`src/rtl/dma_axi_simple_core_write.sv`:
```
// rtl/dma_axi_simple_core_write.sv - AXI write half of the simple DMA: FIFO beats to DMA_DST via AW/W/B
`timescale 1ns/1ps
module dma_axi_simple_core_write #(
  parameter int AXI_WIDTH_ID  = 4,
  parameter int AXI_WIDTH_AD  = 32,
  parameter int AXI_WIDTH_DA  = 32,
  parameter int AXI_WIDTH_DS  = AXI_WIDTH_DA/8,
  parameter int AXI_WIDTH_DSB = $clog2(AXI_WIDTH_DS),
  parameter int FIFO_WIDTH    = AXI_WIDTH_DS+AXI_WIDTH_DA,
  parameter int FIFO_AW       = 4,
  parameter int FIFO_DEPTH    = 1<<FIFO_AW
) (
  input  logic                    ARESETn,
  input  logic                    ACLK,
  output logic [AXI_WIDTH_ID-1:0] M_AWID,
  output logic [AXI_WIDTH_AD-1:0] M_AWADDR,
  output logic [7:0]              M_AWLEN,
  output logic [2:0]              M_AWSIZE,
  output logic [1:0]              M_AWBURST,
  output logic                    M_AWVALID,
  input  logic                    M_AWREADY,
  output logic [AXI_WIDTH_DA-1:0] M_WDATA,
  output logic [AXI_WIDTH_DS-1:0] M_WSTRB,
  output logic                    M_WLAST,
  output logic                    M_WVALID,
  input  logic                    M_WREADY,
  input  logic [AXI_WIDTH_ID-1:0] M_BID,
  input  logic [1:0]              M_BRESP,
  input  logic                    M_BVALID,
  output logic                    M_BREADY,
  input  logic                    DMA_EN,
  input  logic                    DMA_GO,
  input  logic [31:0]             DMA_DST,
  input  logic [31:0]             DMA_SRC,
  input  logic [15:0]             DMA_BNUM,
  input  logic [7:0]              DMA_CHUNK,
  output logic                    DMA_BUSY,
  output logic                    DMA_DONE,
  output logic                    DMA_ERR,
  output logic                    fifo_rd_rdy,
  input  logic                    fifo_rd_vld,
  input  logic [FIFO_WIDTH-1:0]   fifo_rd_dat
);

  typedef enum logic [2:0] {C_READY, C_MISALIGN, C_ALIGN, C_WRITE, C_WRITE_DONE} c_state_e;
  typedef enum logic [2:0] {A_IDLE, A_AW, A_W, A_B, A_DONE} a_state_e;

  localparam logic [15:0] DS16    = 16'(AXI_WIDTH_DS);
  localparam logic [15:0] DEPTH16 = 16'(FIFO_DEPTH);

  c_state_e c_state_q, c_state_d;
  a_state_e a_state_q, a_state_d;
  logic [AXI_WIDTH_AD-1:0] addr_q, addr_d, awaddr_q, awaddr_d;
  logic [15:0] rem_q, rem_d, chunk_q, chunk_d, inc_q, inc_d;
  logic [8:0]  len_q, len_d, cnt_q, cnt_d, blen_q, blen_d;
  logic size_full_q, size_full_d, go_q, go_d, busy_q, busy_d, done_q, done_d, err_q, err_d;
  logic [AXI_WIDTH_ID-1:0] cid_q, cid_d, awid_q, awid_d;
  logic [7:0] awlen_q, awlen_d;
  logic [2:0] awsize_q, awsize_d;
  logic awvalid_q, awvalid_d, bdone_q, bdone_d;
  logic [AXI_WIDTH_DS-1:0] wstrb_q, wstrb_d;

  logic [AXI_WIDTH_DSB-1:0] addr_lo;
  logic [15:0] head16, chunk_beats, chunk_calc, rem_beats;
  logic bresp_err, w_st;
  logic unused_bits;

  assign addr_lo     = addr_q[AXI_WIDTH_DSB-1:0];
  assign head16      = DS16 - 16'(addr_lo);
  assign chunk_beats = 16'(DMA_CHUNK >> AXI_WIDTH_DSB);
  assign rem_beats   = rem_q >> AXI_WIDTH_DSB;
  assign bresp_err   = (a_state_q == A_B) && M_BVALID && (M_BRESP != 2'b00);
  assign w_st        = (a_state_q == A_W);
  assign unused_bits = ^{DMA_SRC[31:AXI_WIDTH_DSB], M_BID, fifo_rd_dat[FIFO_WIDTH-1:AXI_WIDTH_DA]};

  always_comb begin
    chunk_calc = DS16;
    if (DMA_BNUM <= DS16)
      chunk_calc = DMA_BNUM;
    else if ({8'd0, DMA_CHUNK} > DS16)
      chunk_calc = ((chunk_beats < DEPTH16) ? chunk_beats : DEPTH16) << AXI_WIDTH_DSB;
  end

  // Control FSM: carves the transfer into bursts the same way the read core does.
  always_comb begin
    c_state_d = c_state_q; addr_d = addr_q; rem_d = rem_q; chunk_d = chunk_q;
    size_full_d = size_full_q; len_d = len_q; inc_d = inc_q; go_d = go_q;
    busy_d = busy_q; done_d = done_q; err_d = err_q | bresp_err;
    case (c_state_q)
      C_READY: begin
        if (!DMA_GO) begin
          done_d = 1'b0;
        end else if (!done_q && DMA_BNUM != 16'd0) begin
          busy_d  = 1'b1;
          err_d   = 1'b0;
          addr_d  = AXI_WIDTH_AD'(DMA_DST);
          rem_d   = DMA_BNUM;
          chunk_d = chunk_calc;
          if (DMA_DST[AXI_WIDTH_DSB-1:0] != DMA_SRC[AXI_WIDTH_DSB-1:0]) begin
            err_d  = 1'b1;
            done_d = 1'b1;
            busy_d = 1'b0;
          end else if (DMA_DST[AXI_WIDTH_DSB-1:0] != '0) begin
            c_state_d = C_MISALIGN;
          end else begin
            c_state_d = C_ALIGN;
          end
        end
      end
      C_MISALIGN: begin
        go_d = 1'b1;
        len_d = 9'd1;
        c_state_d = C_WRITE;
        if (rem_q < head16) begin
          size_full_d = 1'b0;
          inc_d = 16'd1;
        end else begin
          size_full_d = 1'b1;
          inc_d = head16;
        end
      end
      C_ALIGN: begin
        go_d = 1'b1;
        c_state_d = C_WRITE;
        size_full_d = 1'b1;
        if (rem_q >= chunk_q) begin
          len_d = 9'(chunk_q >> AXI_WIDTH_DSB);
        end else if (rem_beats != 16'd0) begin
          len_d = 9'(rem_beats);
        end else begin
          size_full_d = 1'b0;
          len_d = 9'd1;
        end
        inc_d = size_full_d ? (16'(len_d) << AXI_WIDTH_DSB) : 16'(len_d);
      end
      C_WRITE: begin
        if (bdone_q) begin
          addr_d = addr_q + AXI_WIDTH_AD'(inc_q);
          rem_d  = rem_q - inc_q;
          go_d   = 1'b0;
          c_state_d = C_WRITE_DONE;
        end
      end
      C_WRITE_DONE: begin
        if (!bdone_q) begin
          if (rem_q != 16'd0) begin
            c_state_d = (addr_lo != '0) ? C_MISALIGN : C_ALIGN;
          end else begin
            done_d = 1'b1;
            busy_d = 1'b0;
            c_state_d = C_READY;
          end
        end
      end
      default: c_state_d = C_READY;
    endcase
    if (!DMA_EN) begin
      c_state_d = C_READY; addr_d = '0; rem_d = '0; chunk_d = '0; size_full_d = 1'b0;
      len_d = '0; inc_d = '0; go_d = 1'b0; busy_d = 1'b0; done_d = 1'b0; err_d = 1'b0;
    end
  end

  // AXI FSM: one AW, len W beats, one B per go pulse.
  always_comb begin
    a_state_d = a_state_q; cid_d = cid_q; awid_d = awid_q; awaddr_d = awaddr_q;
    awlen_d = awlen_q; awsize_d = awsize_q; awvalid_d = awvalid_q; cnt_d = cnt_q;
    blen_d = blen_q; wstrb_d = wstrb_q; bdone_d = bdone_q;
    case (a_state_q)
      A_IDLE: begin
        if (go_q) begin
          cid_d     = cid_q + AXI_WIDTH_ID'(1);
          awid_d    = cid_q + AXI_WIDTH_ID'(1);
          awaddr_d  = addr_q;
          awlen_d   = len_q[7:0] - 8'd1;
          awsize_d  = size_full_q ? 3'(AXI_WIDTH_DSB) : 3'd0;
          awvalid_d = 1'b1;
          blen_d    = len_q;
          wstrb_d   = size_full_q ? ({AXI_WIDTH_DS{1'b1}} << addr_lo) : (AXI_WIDTH_DS'(1) << addr_lo);
          a_state_d = A_AW;
        end
      end
      A_AW: begin
        if (M_AWREADY) begin
          awvalid_d = 1'b0;
          cnt_d = 9'd1;
          a_state_d = A_W;
        end
      end
      A_W: begin
        if (fifo_rd_vld && M_WREADY) begin
          cnt_d = cnt_q + 9'd1;
          if (cnt_q == blen_q) a_state_d = A_B;
        end
      end
      A_B: begin
        if (M_BVALID) begin
          bdone_d = 1'b1;
          a_state_d = A_DONE;
        end
      end
      A_DONE: begin
        if (!go_q) begin
          bdone_d = 1'b0;
          a_state_d = A_IDLE;
        end
      end
      default: a_state_d = A_IDLE;
    endcase
    if (!DMA_EN) begin
      a_state_d = A_IDLE; cid_d = '0; awid_d = '0; awaddr_d = '0; awlen_d = '0; awsize_d = '0;
      awvalid_d = 1'b0; cnt_d = '0; blen_d = '0; wstrb_d = '0; bdone_d = 1'b0;
    end
  end

  always_ff @(posedge ACLK or negedge ARESETn) begin
    if (!ARESETn) begin
      c_state_q <= C_READY; addr_q <= '0; rem_q <= '0; chunk_q <= '0; size_full_q <= 1'b0;
      len_q <= '0; inc_q <= '0; go_q <= 1'b0; busy_q <= 1'b0; done_q <= 1'b0; err_q <= 1'b0;
      a_state_q <= A_IDLE; cid_q <= '0; awid_q <= '0; awaddr_q <= '0; awlen_q <= '0;
      awsize_q <= '0; awvalid_q <= 1'b0; cnt_q <= '0; blen_q <= '0; wstrb_q <= '0; bdone_q <= 1'b0;
    end else begin
      c_state_q <= c_state_d; addr_q <= addr_d; rem_q <= rem_d; chunk_q <= chunk_d;
      size_full_q <= size_full_d; len_q <= len_d; inc_q <= inc_d; go_q <= go_d;
      busy_q <= busy_d; done_q <= done_d; err_q <= err_d;
      a_state_q <= a_state_d; cid_q <= cid_d; awid_q <= awid_d; awaddr_q <= awaddr_d;
      awlen_q <= awlen_d; awsize_q <= awsize_d; awvalid_q <= awvalid_d; cnt_q <= cnt_d;
      blen_q <= blen_d; wstrb_q <= wstrb_d; bdone_q <= bdone_d;
    end
  end

  assign M_AWID      = awid_q;
  assign M_AWADDR    = awaddr_q;
  assign M_AWLEN     = awlen_q;
  assign M_AWSIZE    = awsize_q;
  assign M_AWBURST   = 2'b01;
  assign M_AWVALID   = awvalid_q;
  assign M_WDATA     = w_st ? fifo_rd_dat[AXI_WIDTH_DA-1:0] : '0;
  assign M_WSTRB     = wstrb_q;
  assign M_WLAST     = w_st && (cnt_q == blen_q);
  assign M_WVALID    = w_st && fifo_rd_vld;
  assign fifo_rd_rdy = w_st && M_WREADY;
  assign M_BREADY    = (a_state_q == A_B);
  assign DMA_BUSY    = busy_q;
  assign DMA_DONE    = done_q;
  assign DMA_ERR     = err_q;

endmodule

```
`config.mk`:
```
export PLATFORM = sky130hd
export DESIGN_NAME = dma_axi_simple_core_write
export DESIGN_NICKNAME = d
export VERILOG_FILES = /design/src/rtl/dma_axi_simple_core_write.sv
export SDC_FILE = /design/constraint.sdc
export NUM_CORES = 1
export LEC_CHECK = 0
export ABC_AREA = 1
export BUFFER_PORTS_ARGS = -buffer_cell sky130_fd_sc_hd__buf_2
export CAP_MARGIN = 5
export CORE_UTILIZATION = 45
export CTS_BUF_LIST = sky130_fd_sc_hd__clkbuf_16
export DETAILED_ROUTE_END_ITERATION = 7
export PLACE_DENSITY = 0.69
export SLEW_MARGIN = 40
export SYNTH_ARGS = -nofsm -noshare
export SYNTH_HDL_FRONTEND = slang
export SYNTH_SLANG_ARGS = --single-unit
export TNS_END_PERCENT = 1
```
`constraint.sdc`:
```
create_clock -name ACLK -period 3.1 [get_ports ACLK]
set_clock_uncertainty 0.05 [all_clocks]
set_input_delay 0.31 -clock ACLK [delete_from_list [all_inputs] [get_ports ACLK]]
set_output_delay 0.31 -clock ACLK [all_outputs]
set_load 0.02 [all_outputs]
```
==> impl_metrics.toml, run 1 <==
[status]
status = "completed"

[synth]
synth_top_family_by_area = "simple AND/OR/NAND/NOR gates"
synth.yosys.seq_area_share = 0.390
synth_ff_type = "dfrtp_1"
synth_compound_area_frac = 0.125
synth_top_cell_by_area = "dfrtp_1"
netlist_area_mm2 = 0.0105
syn_inst = 1506
yosysTopAreaCellShare = 0.390
synthAdderAreaFrac = 0.0561
synthMuxAreaShare = 0
synth_simple_gate_area_frac = 0.316
ys_ff_latch = 164
synthArstFlopShare = 1.00
netlist_top_cells_area = "dfrtp_1 (39%), nand2_1 (15%), inv_1 (7.4%), nor2_1 (6.9%), o21ai_0 (6.1%)"
netlist-cell-type-count = 55
yosysWarningCount = 0
avgSynthCellArea_um2 = 6.99
synth_xor_area_frac = 0.0133
synth_edf_count = 0

[global_routing]
grt_antenna_before_repair = 0
grt_use_met3 = 0.0281
grt.met1_usage = 0.366
busiest_layer = "met2"
grt_max_degree = 71
grt_pass1_vias = 9450
gr-total-overflow = 0
grt.met2_usage = 0.413
grt_pass1_wl_um = 48300
grt_usage = 0.256

[routing]
vias_per_cell = 5.13
first_pass_iters = 5
wl_um = 29800
drtIter0Drc = 699
vias = 10320
wl_per_cell_um = 14.8
postRouteAntennaNets = 0
drc_errors = 0

[clocking]
cts_tree = "yes"
path_clk_slew_ns = 0.07
cts_resized = 0
cts_hold_buffers = 1
cts_root_buf = "clkbuf_16"
clock-sinks = 164
clk_path_buf_depth = 2
numCtsBuffers = 17
h-tree-depth = 4
insertion_delay_ns = 0.43
post_cts_buffers = 0

[die]
die_h_um = 155
ioPinCount = 231
core_area_mm2 = 0.0228
rows = 55
dieArea_mm2 = 0.0240
die_w_um = 155
initial_core_util = 0.462

[cells_and_area]
syn_to_final_growth_pct = 17.1
final_layout_size_suffix_gt1_frac = 0.156
diodes = 0
final_nets = 1869
num-fill-cells = 2230
seq_area_mm2 = 0.00410
multi_input_area_mm2 = 0.00540

[critical_path]
cp-startpoint = "rem_q[15]"
crit_end = "inc_q[4]"
cp_data_required_time_ns = 3.33
cp_slowest_cell = "dfrtp_1"
crit_path_end_kind = "flop"
cp_common_cell = "o21ai_0"
cpPeakStageDelay_ns = 0.45
r2r_cells = 8
path_cells = "ha_1, a21oi_1, o21ai_0, nor2_1, nand3_1, buf_4, o21ai_0, o21ai_0"
r2r-start = "rem_q[15]"
timing.rr.end = "inc_q[4]"
r2r_slack_ns = 0.66
cp.buffers_inverters = 1
worstSetupPathType = "flop to flop"
crit_arrival_ns = 2.67
crit_fanout = 15
worstSetupPathDepth = 8
start_kind = "flop"
crit_family = "compound AO/OA/AOI/OAI gates"

[sta]
worstMarginPinSlew_ns = 0.677
final-setup-viol-count = 0
max_freq_mhz = 410
fin_crit_ns = 2.44
fin_crit_sh = 0.786
slew_violations = 0
final.setup.tns_ns = 0
max_slew_margin = 0.549
fin_hold_ws_ns = 0.0927
hold_viol = 0
rsz0062_at_grt = "false"

[placed_design]
place_hpwl_um = 22900
io_buffers = 186
place_congestion = 0.951

[min_path]
hp-start = "DMA_CHUNK[6]"
hold_path.class = "input port to flop"

[pwr]
power.leakage_nw = 6.58
power_density_mw_per_mm2 = 740
ir_drop_v = 0.000441

[run]
drv_cap = 0
==> stage by stage <==
stage | utilization | worst slack [ns] | power, mW | instance area (µm²) | instances
final | 0.541 | 0.662 | 9.11 | 12300 | 2011
after detailed placement | 0.515 | 0.670 | 7.04 | 11700 | 1978
after global routing | 0.541 | 0.289 | 9.86 | 12300 | 2011
after CTS | 0.541 | 0.646 | 9.12 | 12300 | 2011
after global placement | 0.515 | 0.716 | 6.96 | 11700 | 1978
after floorplan | - | 1.17 | 5.88 | 10500 | 1508
==> sequential cells by signal, indices dropped and copies added, names as in the netlist <==
| name | count |
|---|---|
| DMA_BUSY | 1 |
| DMA_DONE | 1 |
| DMA_ERR | 1 |
| M_AWADDR | 32 |
| M_AWID | 4 |
| M_AWLEN | 8 |
| M_AWSIZE | 1 |
| M_AWVALID | 1 |
| M_WSTRB | 4 |
| a_state_q | 3 |
| addr_q | 32 |
| bdone_q | 1 |
| blen_q | 9 |
| c_state_q | 3 |
| chunk_q | 16 |
| cnt_q | 9 |
| go_q | 1 |
| inc_q | 11 |
| len_q | 9 |
| rem_q | 16 |
| size_full_q | 1 |
==> worst min-delay path by stage <==
stage | endpoint | cells after the start
after floorplan | DMA_BUSY | 0
after detailed placement | M_AWVALID | 1
final | chunk_q[6] | 3
after global placement | M_AWSIZE[1] | 1
after CTS | chunk_q[6] | 3
after global routing | chunk_q[6] | 3
==> Yosys cell counts (6+ instances only) <==
cell	count
ha_1	44
o22ai_1	8
o21ai_0	129
nor3_1	21
clkbuf_1	17
buf_6	6
xor2_1	11
nand3_1	92
inv_1	207
o21ai_1	11
nand2_1	421
nand4_1	25
nor2_1	193
a21oi_1	46
a22o_1	8
dfrtp_1	164
buf_2	11
==> routing by layer <==
metal / part of all wire / vias up
li1: - / 5180
met1: 0.49 / 4786
met2: 0.45 / 324
met3: 0.054 / 30
met4: 0.011 / 0
met5: 0 / -
==> worst register-to-register path, stage by stage (launching register included) <==
cell	delay [ns]
dfrtp_1	0.45
ha_1	0.34
a21oi_1	0.15
o21ai_0	0.10
nor2_1	0.20
nand3_1	0.24
buf_4	0.26
o21ai_0	0.36
o21ai_0	0.16
==> power breakdown <==
group | total, mW | switching (mW) | leakage [nW] | internal (mW)
logic | 3.94 | 2.64 | 4.10 | 1.30
clock network | 2.08 | 0.952 | 0.267 | 1.12
registers | 3.10 | 0.526 | 2.22 | 2.58
==> logic make-up after synthesis <==
family	after synthesis
xor gates and xnor gates	16
other	2
and+or+nand+nor	788
adders and majority gates	46
DFF	164
buffers and inverters	256
AOI/OAI and AO/OA	234
==> placed cells by master, fill, tap and decap left out, types with 4 or more instances in the layout <==
| cell | n |
|---|---|
| nand3_1 | 92 |
| nor3_2 | 4 |
| clkinvlp_4 | 4 |
| inv_1 | 206 |
| dfrtp_1 | 164 |
| a21oi_1 | 46 |
| conb_1 | 4 |
| xnor2_1 | 5 |
| clkbuf_16 | 17 |
| inv_6 | 5 |
| a22o_1 | 8 |
| o211ai_1 | 5 |
| ha_1 | 44 |
| inv_2 | 6 |
| o21ai_1 | 11 |
| buf_4 | 12 |
| xor2_1 | 11 |
| buf_2 | 185 |
| or2_2 | 5 |
| o22ai_1 | 8 |
| nor3_1 | 21 |
| o21ai_0 | 129 |
| nand2_1 | 421 |
| nand4_1 | 25 |
| nand3b_1 | 4 |
| and2_1 | 4 |
| nor2_1 | 192 |
==> cell type report <==
cell class | count | share of cell area
clock buffers | 17 | 0.0345
clock inverters | 15 | 0.0118
inverters | 214 | 0.0652
multi-input cells | 1088 | 0.438
flip-flops and latches | 164 | 0.333
well taps | 313 | 0.0318
repair buffers | 200 | 0.0858
No activity file was read; power rests on OpenSTA's default activity.
==> run 2: changes to the inputs <==
Settings changed: PLACE_DENSITY 0.69 to 0.72.
Clock period 3.1 ns to 2.2 ns, I/O delays scaled along.
==> impl_metrics.toml, run 2 (synthesis results as in run 1) <==
[cells_and_area]
syn_to_final_growth_pct = 21.1
final_cell_mix = "nand2_1 (417), inv_1 (206), nor2_1 (187), buf_2 (185), dfrtp_1 (163)"
seq_area_mm2 = 0.00411
stdcell_count = 2042
num-fill-cells = 2200
final_layout_size_suffix_gt1_frac = 0.183
final_nets = 1900
final_common_cell = "nand2_1"
diodes = 0
postLayoutCellArea_mm2 = 0.0127
multi_input_area_mm2 = 0.00549

[routing]
vias_per_cell = 5.11
postRouteAntennaNets = 0
vias = 10435
first_pass_iters = 5
drtIter0Drc = 692
drc_errors = 0
wl_um = 30500
wl_per_cell_um = 14.9

[clocking]
h-tree-depth = 4
numCtsBuffers = 17
cts_tree = "yes"
path_clk_slew_ns = 0.07
cts_root_buf = "clkbuf_16"
insertion_delay_ns = 0.43
clock-sinks = 164
clk_path_buf_depth = 2

[sta]
slew_violations = 0
final-setup-viol-count = 0
fin_crit_ns = 2.11
fin_crit_sh = 0.957
max_slew_margin = 0.612
rsz0062_at_grt = "true"
final.setup.tns_ns = 0
hold_viol = 0
worstMarginPinSlew_ns = 0.578
max_freq_mhz = 475

[critical_path]
cp-startpoint = "addr_q[1]"
start_kind = "flop"
crit_path_end_kind = "flop"
cp_data_required_time_ns = 2.47
crit_fanout = 8
worstSetupPathType = "flop to flop"
crit_arrival_ns = 2.37
r2r-start = "addr_q[1]"

[global_routing]
grt_pass1_vias = 9750
grt_max_degree = 78
grt_antenna_before_repair = 0
gr-total-overflow = 0
grt_pass1_wl_um = 48900
grt_usage = 0.258

[die]
ioPinCount = 231
die_w_um = 155
die_h_um = 155
core_area_mm2 = 0.0228
dieArea_mm2 = 0.0240
rows = 55
initial_core_util = 0.462

[pwr]
power_density_mw_per_mm2 = 1060
power.leakage_nw = 6.78
ir_drop_v = 0.000526

[placed_design]
place_hpwl_um = 23400
dp_cells = 2009
place_congestion = 0.950
io_buffers = 186
placed_area_mm2 = 0.0120

[run]
drv_cap = 0

[min_path]
hp-start = "DMA_CHUNK[3]"
hold_path.class = "input port to flop"

[status]
status = "completed"
-- run 2: cell types whose count changed in the layout (fill, tap and decap cells not counted), sizes merged --
cell / previous run / this run
clkinvlp: 4 / 0
inv: 218 / 217
buf: 199 / 230
clkinv: 6 / 9
bufinv: 1 / 3
-- run 2: layout make-up --
cell class	instances	share of cell area
Clock buffer	17	0.0334
Sequential cell	164	0.322
Inverter	214	0.0631
Timing Repair Buffer	231	0.105
Clock inverter	15	0.0138
Multi-Input combinational cell	1088	0.431
Tap cell	313	0.0307
-- run 2: layer usage --
layer  GRT usage  vias up  part of all wire
met5           0        -                 0
met4      0.0750        0             0.018
met3      0.0409       34             0.064
met2       0.418      342              0.46
met1       0.356     4823              0.46
li1            -     5236                 -
-- run 2: path summary, 6_finish.rpt --
path / to / slack (ns) / cells after the start
setup / recovery: inc_q[2] / 0.09 / 11
hold / removal: chunk_q[3] / 0.009 / 3
setup reg to reg: inc_q[2] / 0.09 / 11
hold reg to reg: DMA_BUSY / 0.42 / 2
max in group asynchronous: addr_q[1] / 1.21 / 3
min in group asynchronous: M_AWID[0] / 0.17 / 2
-- run 2: timing repair --
item                                   in CTS  in global routing
hold buffers                                1                  0
setup buffers                               0                  0
setup endpoints to repair                   0                 36
endpoints found under the hold margin      87                  0
resized for setup                           0                 30
-- run 2: metrics by stage --
stage | setup WS, ns | hold WS [ns] | power [mW] | util
after global routing | -0.0337 | 0.0402 | 14.5 | 0.559
after detailed placement | 0.0588 | 0.0567 | 10.2 | 0.528
after floorplan | 0.272 | -0.126 | 8.29 | -
after global placement | 0.0883 | 0.0627 | 10.1 | 0.528
after CTS | 0.0299 | 0.00177 | 13.4 | 0.555
final | 0.0940 | 0.00888 | 13.5 | 0.559
-- run 2: where the power goes --
group | internal [mW] | switching (mW) | total [mW] | leakage [nW]
Combinational | 2.14 | 3.93 | 6.07 | 4.27
Sequential | 3.63 | 0.685 | 4.32 | 2.22
Clock | 1.80 | 1.32 | 3.12 | 0.299
Total | 7.57 | 5.93 | 13.5 | 6.78
-- run 2: critical path, cell delays in order (launching register included) --
cell and delay, ns:
dfrtp_2 0.46, inv_1 0.09, ha_1 0.31, inv_1 0.05, ha_1 0.26, a21boi_0 0.12, o21ai_0 0.14, nand3_1 0.17
o21bai_1 0.18, inv_1 0.05, nand3_1 0.08, nand2_1 0.05
==> run 3: changes to the inputs <==
Settings changed: ABC_AREA 1 to default.
==> impl_metrics.toml, run 3 <==
[routing]
drtIter0Drc = 648
wl_per_cell_um = 17.8
vias_per_cell = 5.68
drc_errors = 0
postRouteAntennaNets = 0
vias = 9969
wl_um = 31300
first_pass_iters = 5

[synth]
synthMostInstantiatedCell = "nand2_1"
netlist_top_cells_area = "dfrtp_1 (42%), nand2_1 (6.9%), ha_1 (5.7%), a21oi_1 (5.2%), o21ai_0 (4.7%)"
avgSynthCellArea_um2 = 8.56
yosysTopAreaCellShare = 0.422
synth.yosys.seq_area_share = 0.422
synth_top_cell_by_area = "dfrtp_1"
synth_ff_type = "dfrtp_1"
netlist-cell-type-count = 70
synthArstFlopShare = 1.00
netlist_area_mm2 = 0.00973
synthTopCellsByCount = "nand2_1 (179), dfrtp_1 (164), a21oi_1 (102)"
ys_ff_latch = 164
syn_inst = 1137
yosysWarningCount = 0
synth_edf_count = 0

[sta]
fin_crit_sh = 1.22
worstMarginPinSlew_ns = 0.603
hold_viol = 0
fin_crit_ns = 2.69
final.setup.tns_ns = -11.84
max_freq_mhz = 372
slew_violations = 0
final-setup-viol-count = 70
setup_slack_ns = -0.491
max_slew_margin = 0.597
fin_hold_ws_ns = 0.0141
rsz0062_at_grt = "true"

[clocking]
h-tree-depth = 4
clk_path_buf_depth = 2
insertion_delay_ns = 0.43
numCtsBuffers = 17
cts_root_buf = "clkbuf_16"
cts_tree = "yes"
path_clk_slew_ns = 0.07
clock-sinks = 164

[pwr]
power_density_mw_per_mm2 = 675
ir_drop_v = 0.000642
power.leakage_nw = 6.48

[run]
drv_cap = 0

[critical_path]
crit_end = "rem_q[12]"
cp-startpoint = "rem_q[0]"
start_kind = "flop"
r2r_slack_ns = -0.49
crit_fanout = 3
cp_data_required_time_ns = 2.46
crit_path_end_kind = "flop"
crit_arrival_ns = 2.95
worstSetupPathType = "flop to flop"
timing.rr.end = "rem_q[12]"
r2r_cells = 11
r2r-start = "rem_q[0]"

[global_routing]
grt_max_degree = 65
grt.met1_usage = 0.379
gr-total-overflow = 0
grt_usage = 0.287
grt_antenna_before_repair = 1
grt_pass1_wl_um = 49500
grt_pass1_vias = 9539
busiest_layer = "met2"
grt.met2_usage = 0.466
grt_use_met3 = 0.0544

[placed_design]
pre_cts_ws_ns = -0.534
place_hpwl_um = 22700
place_congestion = 0.881
io_buffers = 186
placed_area_mm2 = 0.0122

[cells_and_area]
final_cell_mix = "buf_2 (185), nand2_1 (178), buf_4 (168), dfrtp_1 (161), a21oi_1 (93)"
diodes = 0
final_nets = 1651
final_layout_size_suffix_gt1_frac = 0.322
num-fill-cells = 1821
syn_to_final_growth_pct = 36.6
final_common_cell = "buf_2"
postLayoutCellArea_mm2 = 0.0133

[status]
violations = "setup timing"
status = "finished, violations left"

[die]
dieArea_mm2 = 0.0222
die_h_um = 149
ioPinCount = 231
initial_core_util = 0.461
rows = 53
die_w_um = 149
core_area_mm2 = 0.0211

[min_path]
hold_path.class = "input port to flop"
## run 3: cell types whose count changed in the layout (fill, tap and decap cells not counted), sizes merged, moves of 12 or more
cell	change
xnor2	+13
mux2i	+13
o21ai	-51
nor2	-115
nand2	-246
nand3	-68
inv	-161
and3	+48
buf	+140
a21oi	+54
a31oi	+12
## run 3: worst min path at each step
| stage | endpoint | cells after the start | slack [ns] | from |
|---|---|---|---|---|
| floorplan | DMA_BUSY | 0 | -0.13 | ARESETn |
| finish | addr_q[12] | 3 | 0.01 | DMA_DST[12] |
| global route | addr_q[9] | 3 | 0.02 | DMA_DST[9] |
| detailed placement | M_AWSIZE[1] | 1 | 0.15 | ARESETn |
| CTS | addr_q[12] | 3 | 0.008 | DMA_DST[12] |
| global placement | M_AWLEN[7] | 1 | 0.15 | ARESETn |
## run 3: layout make-up
| cell class | count | area (µm²) | area share |
|---|---|---|---|
| multi-input cells | 856 | 5530 | 0.416 |
| flip-flops and latches | 164 | 4110 | 0.309 |
| repair buffers | 380 | 2560 | 0.193 |
| clock buffers | 17 | 425 | 0.0320 |
| well taps | 275 | 344 | 0.0259 |
| inverters | 48 | 180 | 0.0136 |
| clock inverters | 15 | 144 | 0.0108 |
## run 3: through the flow
step | instances | power, mW | util
floorplan | 1139 | 4.70 | -
global placement | 1709 | 5.76 | 0.579
detailed placement | 1709 | 5.81 | 0.579
CTS | 1753 | 8.86 | 0.620
global route | 1755 | 9.37 | 0.630
finish | 1755 | 8.96 | 0.630
## run 3: metal layers
layer	routed length, µm	vias to the layer above
met1	13400	4765
met3	2140	60
li1	-	4730
met5	12	-
met4	845	2
met2	14900	412
## run 3: critical path, cell delays in order, from the launching register on
cell and delay, ns:
dfrtp_1 0.40, inv_2 0.08, ha_4 0.13, inv_2 0.04, fa_2 0.36, a211oi_4 0.33
o21ai_2 0.09, a31oi_2 0.27, o21ai_2 0.13, and2_4 0.16, o311a_1 0.27, a311o_1 0.26
## run 3: cells by family (layout without fill, tap and decap cells)
logic type,after synthesis,in the layout,share of synthesized area
AND/OR/NAND/NOR,437,437,0.213
AO/OA/AOI/OAI,321,321,0.208
flip-flops,164,164,0.422
buffers and inverters,119,460,0.0502
adder cells (fa/ha/maj),46,46,0.0607
XOR/XNOR,34,34,0.0306
multiplexers,14,14,0.0145
other,2,4,0.000772
## run 3: power breakdown
| part | leakage, nW | switching (mW) | internal (mW) |
|---|---|---|---|
| combinational | 3.97 | 1.45 | 1.20 |
| sequential | 2.24 | 0.184 | 3.20 |
| clock | 0.273 | 1.35 | 1.58 |
| total | 6.48 | 2.98 | 5.98 |
## run 3: timing repair
item	4_1_cts	5_1_grt
endpoints found under the hold margin	56	0
pin swaps	15	11
hold buffers	10	0
gates cloned	0	0
buffers inserted	2	2
setup endpoints to repair	83	87
gates resized for setup	53	46
